<file path="config.mk">
export PLATFORM = sky130hd
export DESIGN_NAME = muldiv_unit
export DESIGN_NICKNAME = d
export VERILOG_FILES = /design/src/rtl/muldiv_unit_pkg.sv /design/src/rtl/muldiv_core.sv /design/src/rtl/muldiv_unit.sv
export SDC_FILE = /design/constraint.sdc
export NUM_CORES = 1
export LEC_CHECK = 0
export ABC_AREA = 1
export ABC_CLOCK_PERIOD_IN_PS = 3140
export CORE_MARGIN = 2
export CORE_UTILIZATION = 40
export DETAILED_ROUTE_END_ITERATION = 10
export PLACE_DENSITY_LB_ADDON = 0.1
export SETUP_SLACK_MARGIN = 0.3
export SKIP_LAST_GASP = 1
export SYNTH_ARGS = -nofsm -noshare
export SYNTH_HDL_FRONTEND = slang
export SYNTH_HIERARCHICAL = 1
export SYNTH_SLANG_ARGS = --single-unit
</file>
<file path="constraint.sdc">
create_clock -name clk -period 3.14 [get_ports clk]
set_clock_uncertainty 0.15 [all_clocks]
set_input_delay 0.628 -clock clk [delete_from_list [all_inputs] [get_ports clk]]
set_output_delay 0.628 -clock clk [all_outputs]
set_load 0.03 [all_outputs]
</file>
<file path="src/rtl/muldiv_unit_pkg.sv">
// Shared definitions for the multiply/divide unit.
//   - one-hot mul_control encodings from the ALU control decoder
//   - FSM state encoding
//   - latched-operation descriptor
//   - helper that recognises a legal (exactly one-hot) op select
package muldiv_unit_pkg;

  localparam logic [3:0] mult_mc  = 4'b0001;
  localparam logic [3:0] multu_mc = 4'b0010;
  localparam logic [3:0] div_mc   = 4'b0100;
  localparam logic [3:0] divu_mc  = 4'b1000;

  typedef enum logic [1:0] {
    IDLE = 2'd0,
    RUN  = 2'd1,
    FIX  = 2'd2
  } state_t;

  // What FIX needs to know about the op accepted earlier.
  typedef struct packed {
    logic is_div;
    logic neg_a;   // signed op with negative rs
    logic neg_b;   // signed op with negative rt
  } op_t;

  function automatic logic is_op(input logic [3:0] mc);
    return (mc == mult_mc) || (mc == multu_mc) ||
           (mc == div_mc)  || (mc == divu_mc);
  endfunction

endpackage

</file>
<file path="src/rtl/muldiv_core.sv">
// Radix-2 iteration datapath shared by multiply and divide.
// Ports:
//   clk, rst   clock, synchronous active-high reset
//   start      load operands and set the step counter to XLEN-1
//   step       perform one iteration
//   is_div     operation type sampled on start
//   a, b       unsigned magnitudes (multiplicand/dividend, multiplier/divisor)
//   acc        2*XLEN accumulator: product, or {remainder, quotient}
//   last       the step counter is at 0 (current step is the final one)
module muldiv_core #(
  parameter int XLEN = 32
) (
  input  logic              clk,
  input  logic              rst,
  input  logic              start,
  input  logic              step,
  input  logic              is_div,
  input  logic [XLEN-1:0]   a,
  input  logic [XLEN-1:0]   b,
  output logic [2*XLEN-1:0] acc,
  output logic              last
);

  localparam int CW = (XLEN > 1) ? $clog2(XLEN) : 1;

  logic [XLEN-1:0]   opnd;    // multiplicand or divisor
  logic              div_mode;
  logic [CW-1:0]     cnt;
  logic [2*XLEN-1:0] acc_nx;
  logic [XLEN:0]     sum;
  logic [XLEN:0]     shifted;
  logic [XLEN:0]     diff;

  assign last = (cnt == '0);

  // Multiply keeps {partial_hi, multiplier} in acc and shifts right; divide
  // keeps {remainder, dividend/quotient} and shifts left, so one register
  // serves both.
  always_comb begin
    sum     = {1'b0, acc[2*XLEN-1:XLEN]} + (acc[0] ? {1'b0, opnd} : '0);
    shifted = acc[2*XLEN-1:XLEN-1];
    diff    = shifted - {1'b0, opnd};
    acc_nx  = acc;
    if (div_mode) begin
      if (!diff[XLEN]) acc_nx = {diff[XLEN-1:0],    acc[XLEN-2:0], 1'b1};
      else             acc_nx = {shifted[XLEN-1:0], acc[XLEN-2:0], 1'b0};
    end else begin
      acc_nx = {sum, acc[XLEN-1:1]};
    end
  end

  always_ff @(posedge clk) begin
    if (rst) begin
      acc      <= '0;
      opnd     <= '0;
      div_mode <= 1'b0;
      cnt      <= '0;
    end else if (start) begin
      acc      <= is_div ? {{XLEN{1'b0}}, a} : {{XLEN{1'b0}}, b};
      opnd     <= is_div ? b : a;
      div_mode <= is_div;
      cnt      <= CW'(XLEN - 1);
    end else if (step) begin
      acc <= acc_nx;
      if (!last) cnt <= cnt - 1'b1;
    end
  end

endmodule

</file>
<file path="src/rtl/muldiv_unit.sv">
// EX-stage iterative multiply/divide unit owning the HI/LO registers.
// Ports:
//   clk, rst          clock, synchronous active-high reset
//   mul_control       one-hot op select {divu, div, multu, mult}
//   op_valid          EX holds a valid instruction carrying mul_control
//   src_a, src_b      rs / rt operands
//   op_ready          !busy
//   hi_we, lo_we      mthi / mtlo strobes, wdata is the value
//   cancel            squash the in-flight op (blocks accept in IDLE)
//   busy              op in progress (RUN or FIX)
//   done              one-cycle pulse after HI/LO took an op result
//   hi, lo            architectural HI / LO
// Timing: accept at T, RUN T+1..T+XLEN, FIX T+XLEN+1, result and done
// visible at T+XLEN+2.
module muldiv_unit
  import muldiv_unit_pkg::*;
#(
  parameter int XLEN = 32
) (
  input  logic            clk,
  input  logic            rst,
  input  logic [3:0]      mul_control,
  input  logic            op_valid,
  input  logic [XLEN-1:0] src_a,
  input  logic [XLEN-1:0] src_b,
  output logic            op_ready,
  input  logic            hi_we,
  input  logic            lo_we,
  input  logic [XLEN-1:0] wdata,
  input  logic            cancel,
  output logic            busy,
  output logic            done,
  output logic [XLEN-1:0] hi,
  output logic [XLEN-1:0] lo
);

  state_t            state, state_nx;
  op_t               op;
  logic [XLEN-1:0]   a_raw;    // kept for the divide-by-zero HI result
  logic              b_zero;
  logic              accept, step, write_res, last;
  logic              signed_op, a_neg, b_neg, is_div;
  logic [XLEN-1:0]   a_mag, b_mag;
  logic [2*XLEN-1:0] acc, prod;
  logic [XLEN-1:0]   quo, rem, res_hi, res_lo;

  // ---- accept and operand conditioning ----
  assign accept    = (state == IDLE) && op_valid && is_op(mul_control) && !cancel;
  assign signed_op = mul_control[0] | mul_control[2];
  assign is_div    = mul_control[2] | mul_control[3];
  assign a_neg     = signed_op & src_a[XLEN-1];
  assign b_neg     = signed_op & src_b[XLEN-1];
  assign a_mag     = a_neg ? -src_a : src_a;
  assign b_mag     = b_neg ? -src_b : src_b;

  always_ff @(posedge clk) begin
    if (rst) begin
      op     <= '0;
      a_raw  <= '0;
      b_zero <= 1'b0;
    end else if (accept) begin
      op     <= '{is_div: is_div, neg_a: a_neg, neg_b: b_neg};
      a_raw  <= src_a;
      b_zero <= (src_b == '0);
    end
  end

  muldiv_core #(.XLEN(XLEN)) u_core (
    .clk    (clk),
    .rst    (rst),
    .start  (accept),
    .step   (step),
    .is_div (is_div),
    .a      (a_mag),
    .b      (b_mag),
    .acc    (acc),
    .last   (last)
  );

  // ---- FSM: state register ----
  always_ff @(posedge clk) begin
    if (rst) state <= IDLE;
    else     state <= state_nx;
  end

  // ---- FSM: next state ----
  always_comb begin
    state_nx = state;
    case (state)
      IDLE:    if (accept) state_nx = RUN;
      RUN:     if (cancel) state_nx = IDLE;
               else if (last) state_nx = FIX;
      FIX:     state_nx = IDLE;
      default: state_nx = IDLE;
    endcase
  end

  // ---- FSM: outputs ----
  always_comb begin
    busy      = (state != IDLE);
    op_ready  = !busy;
    step      = (state == RUN);
    write_res = (state == FIX) && !cancel;
  end

  // ---- sign correction ----
  // Remainder follows the dividend's sign; quotient and product are negated
  // when operand signs differ. Divide by zero bypasses correction entirely.
  always_comb begin
    quo    = acc[XLEN-1:0];
    rem    = acc[2*XLEN-1:XLEN];
    prod   = (op.neg_a ^ op.neg_b) ? -acc : acc;
    res_hi = prod[2*XLEN-1:XLEN];
    res_lo = prod[XLEN-1:0];
    if (op.is_div) begin
      if (b_zero) begin
        res_hi = a_raw;
        res_lo = '1;
      end else begin
        res_hi = op.neg_a ? -rem : rem;
        res_lo = (op.neg_a ^ op.neg_b) ? -quo : quo;
      end
    end
  end

  // ---- HI/LO and done ----
  // An op result in FIX wins over a same-cycle mthi/mtlo.
  always_ff @(posedge clk) begin
    if (rst) begin
      hi   <= '0;
      lo   <= '0;
      done <= 1'b0;
    end else begin
      done <= write_res;
      if (write_res) begin
        hi <= res_hi;
        lo <= res_lo;
      end else begin
        if (hi_we) hi <= wdata;
        if (lo_we) lo <= wdata;
      end
    end
  end

endmodule

</file>
==> metrics.csv, run 1 <==
metric;value;unit
cts.sinks;205;
grt_first_pass_wirelength;138.0;mm
worstSetupStartpointType;flip-flop;
cts_max_path_buffers;3;
timing.setup.critical_path_class;reg -> reg;
critical_path_arrival;3.11;ns
grt-ovfl-total;0;
route.detailed.vias_per_inst;5.555;
placer_s_final_routability_congestion_estimate;1.086;
port_buffers;172;
timing.max_slew.rel_slack;49.37;%
synth_top_cell_area_share;20.67;%
synth_cell_type_count;66;
htreeDepth;1;
share_of_the_clock_period_used_by_the_worst_path_after_layout;88.12;%
maxCapViolCount;0;
yosys_register_bits;205;
syn-instance-count;3465;
report.power.total;0.009247;W
synth_area_leaders;dfxtp_1 (21%), nand2_1 (19%), inv_1 (8.2%);
grtUsageMet2;58.06;%
num_antenna_cells;0;
power.leakage;11.66;nW
final-max-slew-violation-count;0;
first_iter_violations;2381;
clockRootBuffer;clkbuf_16;
layout-area-overhead-vs-synth;23.71;%
synth_area_leader_cell;dfxtp_1;
unrepaired_setup_endpoints_after_global_routing;true;
synth_enable_flop_cells;0;
route.detailed.drc;0;
hpwlAfterDp;76.90;mm
timing.fmax;0.3614;GHz
ys_seq_area_share;20.67;%
insertion_delay;0.57;ns
fp-row-count;81;
netlist_area;19860;um^2
yosys_warnings;6;
first_global_vias;22490;
worstPathRequired;3.48;ns
numCtsBuffers;25;
finalHoldViolations;0;
run_status;finished, final reports clean;
num_vias;24420;
floorplan.initialDensity;40.57;%
total_length_of_routed_wires;95.13;mm
die-width;226.8;um
synthArstFlopShare;0;%
drt_pre_antenna_iters;9;
clock_tree_from_tritoncts;yes;
pin_count_of_the_biggest_net_entering_global_routing;65;
worst_margin_pin_slew;0.7583;ns
postSynth.topFlopCell;dfxtp_1;
finalSetupViolCount;0;
global_route.usage.total;35.78;%
placeable_area;48950;um^2
dieHeight;226.8;um
initial_antenna_violation_count;2;
wl_per_cell;21.64;um
path_clk_slew;0.06;ns
postSynthNetCount;3643;
hp-class;reg -> reg;
top_level_ports;173;
cts_hold_repair.buffers;0;
endpoint_kind;flip-flop;
ant_nets;0;
placedInstanceArea;23350;um^2
use_met3;5.287;%
hold_ws;0.3035;ns
final_period_minus_worst_setup_slack;2.767;ns
grt.busiest_layer;met2;
worst-path-max-fanout;5;
use_met1;46.87;%
total_nets_final;3891;
die_area;51450;um^2
finish.instance_area;24570;um^2
power_density;376.4;nW/um^2
drive_above_1_share;12.62;%
vdd_drop_max;0.3511;mV
syn_area_per_cell;5.731;um^2
==> stage by stage <==
step | utilization [%] | setup TNS [ns] | worst slack [ns] | std cells
floorplan | - | 0 | 0.3120 | 3465
global route | 50.19 | 0 | 0.2613 | 4396
global placement | 47.70 | -0.003710 | -0.003710 | 4343
detailed placement | 47.70 | -0.1654 | -0.05676 | 4343
finish | 50.19 | 0 | 0.3732 | 4396
CTS | 49.52 | 0 | 0.2933 | 4391
==> where the power goes <==
group / internal, W / switching [W]
clock network: 0.00178 / 0.00127
registers: 0.00274 / 0.000193
logic: 0.00114 / 0.00212
total: 0.00566 / 0.00359
==> area by class of cell <==
cell class / instances / area (um^2)
tap: 664 / 830.8
timing repair buffer: 366 / 3403
fill: 5265 / 24380
clock inverter: 13 / 150.1
sequential: 205 / 4133
clock buffer: 33 / 685.7
inverter: 463 / 1745
multi-input combinational: 2652 / 13620
==> worst max-delay path: stages, from the launching register on <==
cell	delay, ns
dfxtp_2	0.34
inv_1	0.05
ha_2	0.20
fa_2	0.37
inv_2	0.08
nand2_1	0.05
nand2_1	0.09
nand3_2	0.10
nand2_2	0.11
nand2_2	0.07
nand2_4	0.09
nand2_4	0.07
nand2_4	0.07
nand2_2	0.06
nand2_4	0.11
buf_12	0.15
nand3_1	0.20
nand3_1	0.15
nand2_1	0.07
a21oi_1	0.12
==> path summary, 6_finish.rpt <==
check | slack, ns | start | cells after the start | to
hold / removal | 0.30 | a_raw[9] | 2 | a_raw[9]
setup / recovery | 0.37 | u_core/acc[31] | 19 | u_core/acc[49]
hold reg to reg | 0.30 | a_raw[9] | 2 | a_raw[9]
setup reg to reg | 0.37 | u_core/acc[31] | 19 | u_core/acc[49]
==> metal layers <==
| metal | up-vias | wire length (um) |
|---|---|---|
| li1 | 11700 | - |
| met1 | 11300 | 39670 |
| met2 | 1201 | 42540 |
| met3 | 216 | 8109 |
| met4 | 2 | 4786 |
| met5 | - | 18 |
==> registers in the layout, summed over array words and instances (netlist names) <==
name             count
u_core/opnd         32
state                2
u_core/acc          64
done                 1
a_raw               32
op                   3
b_zero               1
hi                  32
lo                  32
u_core/cnt           5
u_core/div_mode      1
==> cells in the mapped netlist, types with 2 or more instances <==
cell type,n
nand2_1,1027
inv_1,436
nor2_1,337
nand3_1,310
o21ai_0,254
dfxtp_1,205
a21oi_1,202
clkbuf_1,90
ha_1,70
xor2_1,61
o211ai_1,38
nand4_1,34
xnor2_1,32
a41oi_1,31
o21ai_1,31
a31oi_1,30
nand2_2,28
nor3_1,25
buf_2,23
inv_2,20
nor2_2,18
buf_1,14
nand3b_1,14
buf_6,10
nor2_4,10
or2_2,10
buf_4,7
nand2_4,7
nand3_2,7
nor3_2,7
o21bai_1,7
a21oi_2,6
o21a_1,6
a21o_1,5
clkinv_1,5
o21ai_2,5
o31ai_1,5
and2_1,3
o22ai_1,3
o31ai_2,3
a21boi_0,2
fa_1,2
o21ai_4,2
==> kinds of logic (layout without fill, tap and decap cells) <==
group | Yosys count | in the layout | share of synthesized area (%)
flops | 205 | 205 | 20.67
compound gates | 642 | 642 | 18.54
fa+ha+maj | 72 | 72 | 4.612
xor+xnor | 93 | 93 | 4.102
buf+inv | 608 | 875 | 12.24
simple gates | 1845 | 1845 | 39.84
==> what timing repair did <==
item	4_1_cts	5_1_grt
endpoints found under the setup margin	32	35
setup buffers	2	4
pin swaps	2	11
resized for setup	16	103
cloned	0	1
==> cells in the final DEF, fill, tap and decap left out, types with 30 or more instances in the layout <==
| cell type | count |
|---|---|
| ha_1 | 54 |
| o21ai_0 | 240 |
| a21oi_1 | 187 |
| clkdlybuf4s50_1 | 171 |
| xnor2_1 | 32 |
| inv_1 | 432 |
| xor2_1 | 61 |
| dfxtp_1 | 186 |
| o211ai_1 | 38 |
| a41oi_1 | 31 |
| nor2_1 | 320 |
| nand3_1 | 304 |
| buf_4 | 176 |
| nand2_2 | 42 |
| nand4_1 | 34 |
| nand2_1 | 1011 |
| a31oi_1 | 30 |
| o21ai_1 | 42 |
(Power assumes the default switching activity.)
==> run 2, diff against run 1 <==
--- a/config.mk
+++ b/config.mk
@@ -10,6 +10,7 @@
 export CORE_MARGIN = 2
 export CORE_UTILIZATION = 40
 export DETAILED_ROUTE_END_ITERATION = 10
+export HOLD_SLACK_MARGIN = 0.15
 export PLACE_DENSITY_LB_ADDON = 0.1
 export SETUP_SLACK_MARGIN = 0.3
 export SKIP_LAST_GASP = 1
==> results of run 2 <==
No change in the layout: final DEF, timing and power equal those of run 1.
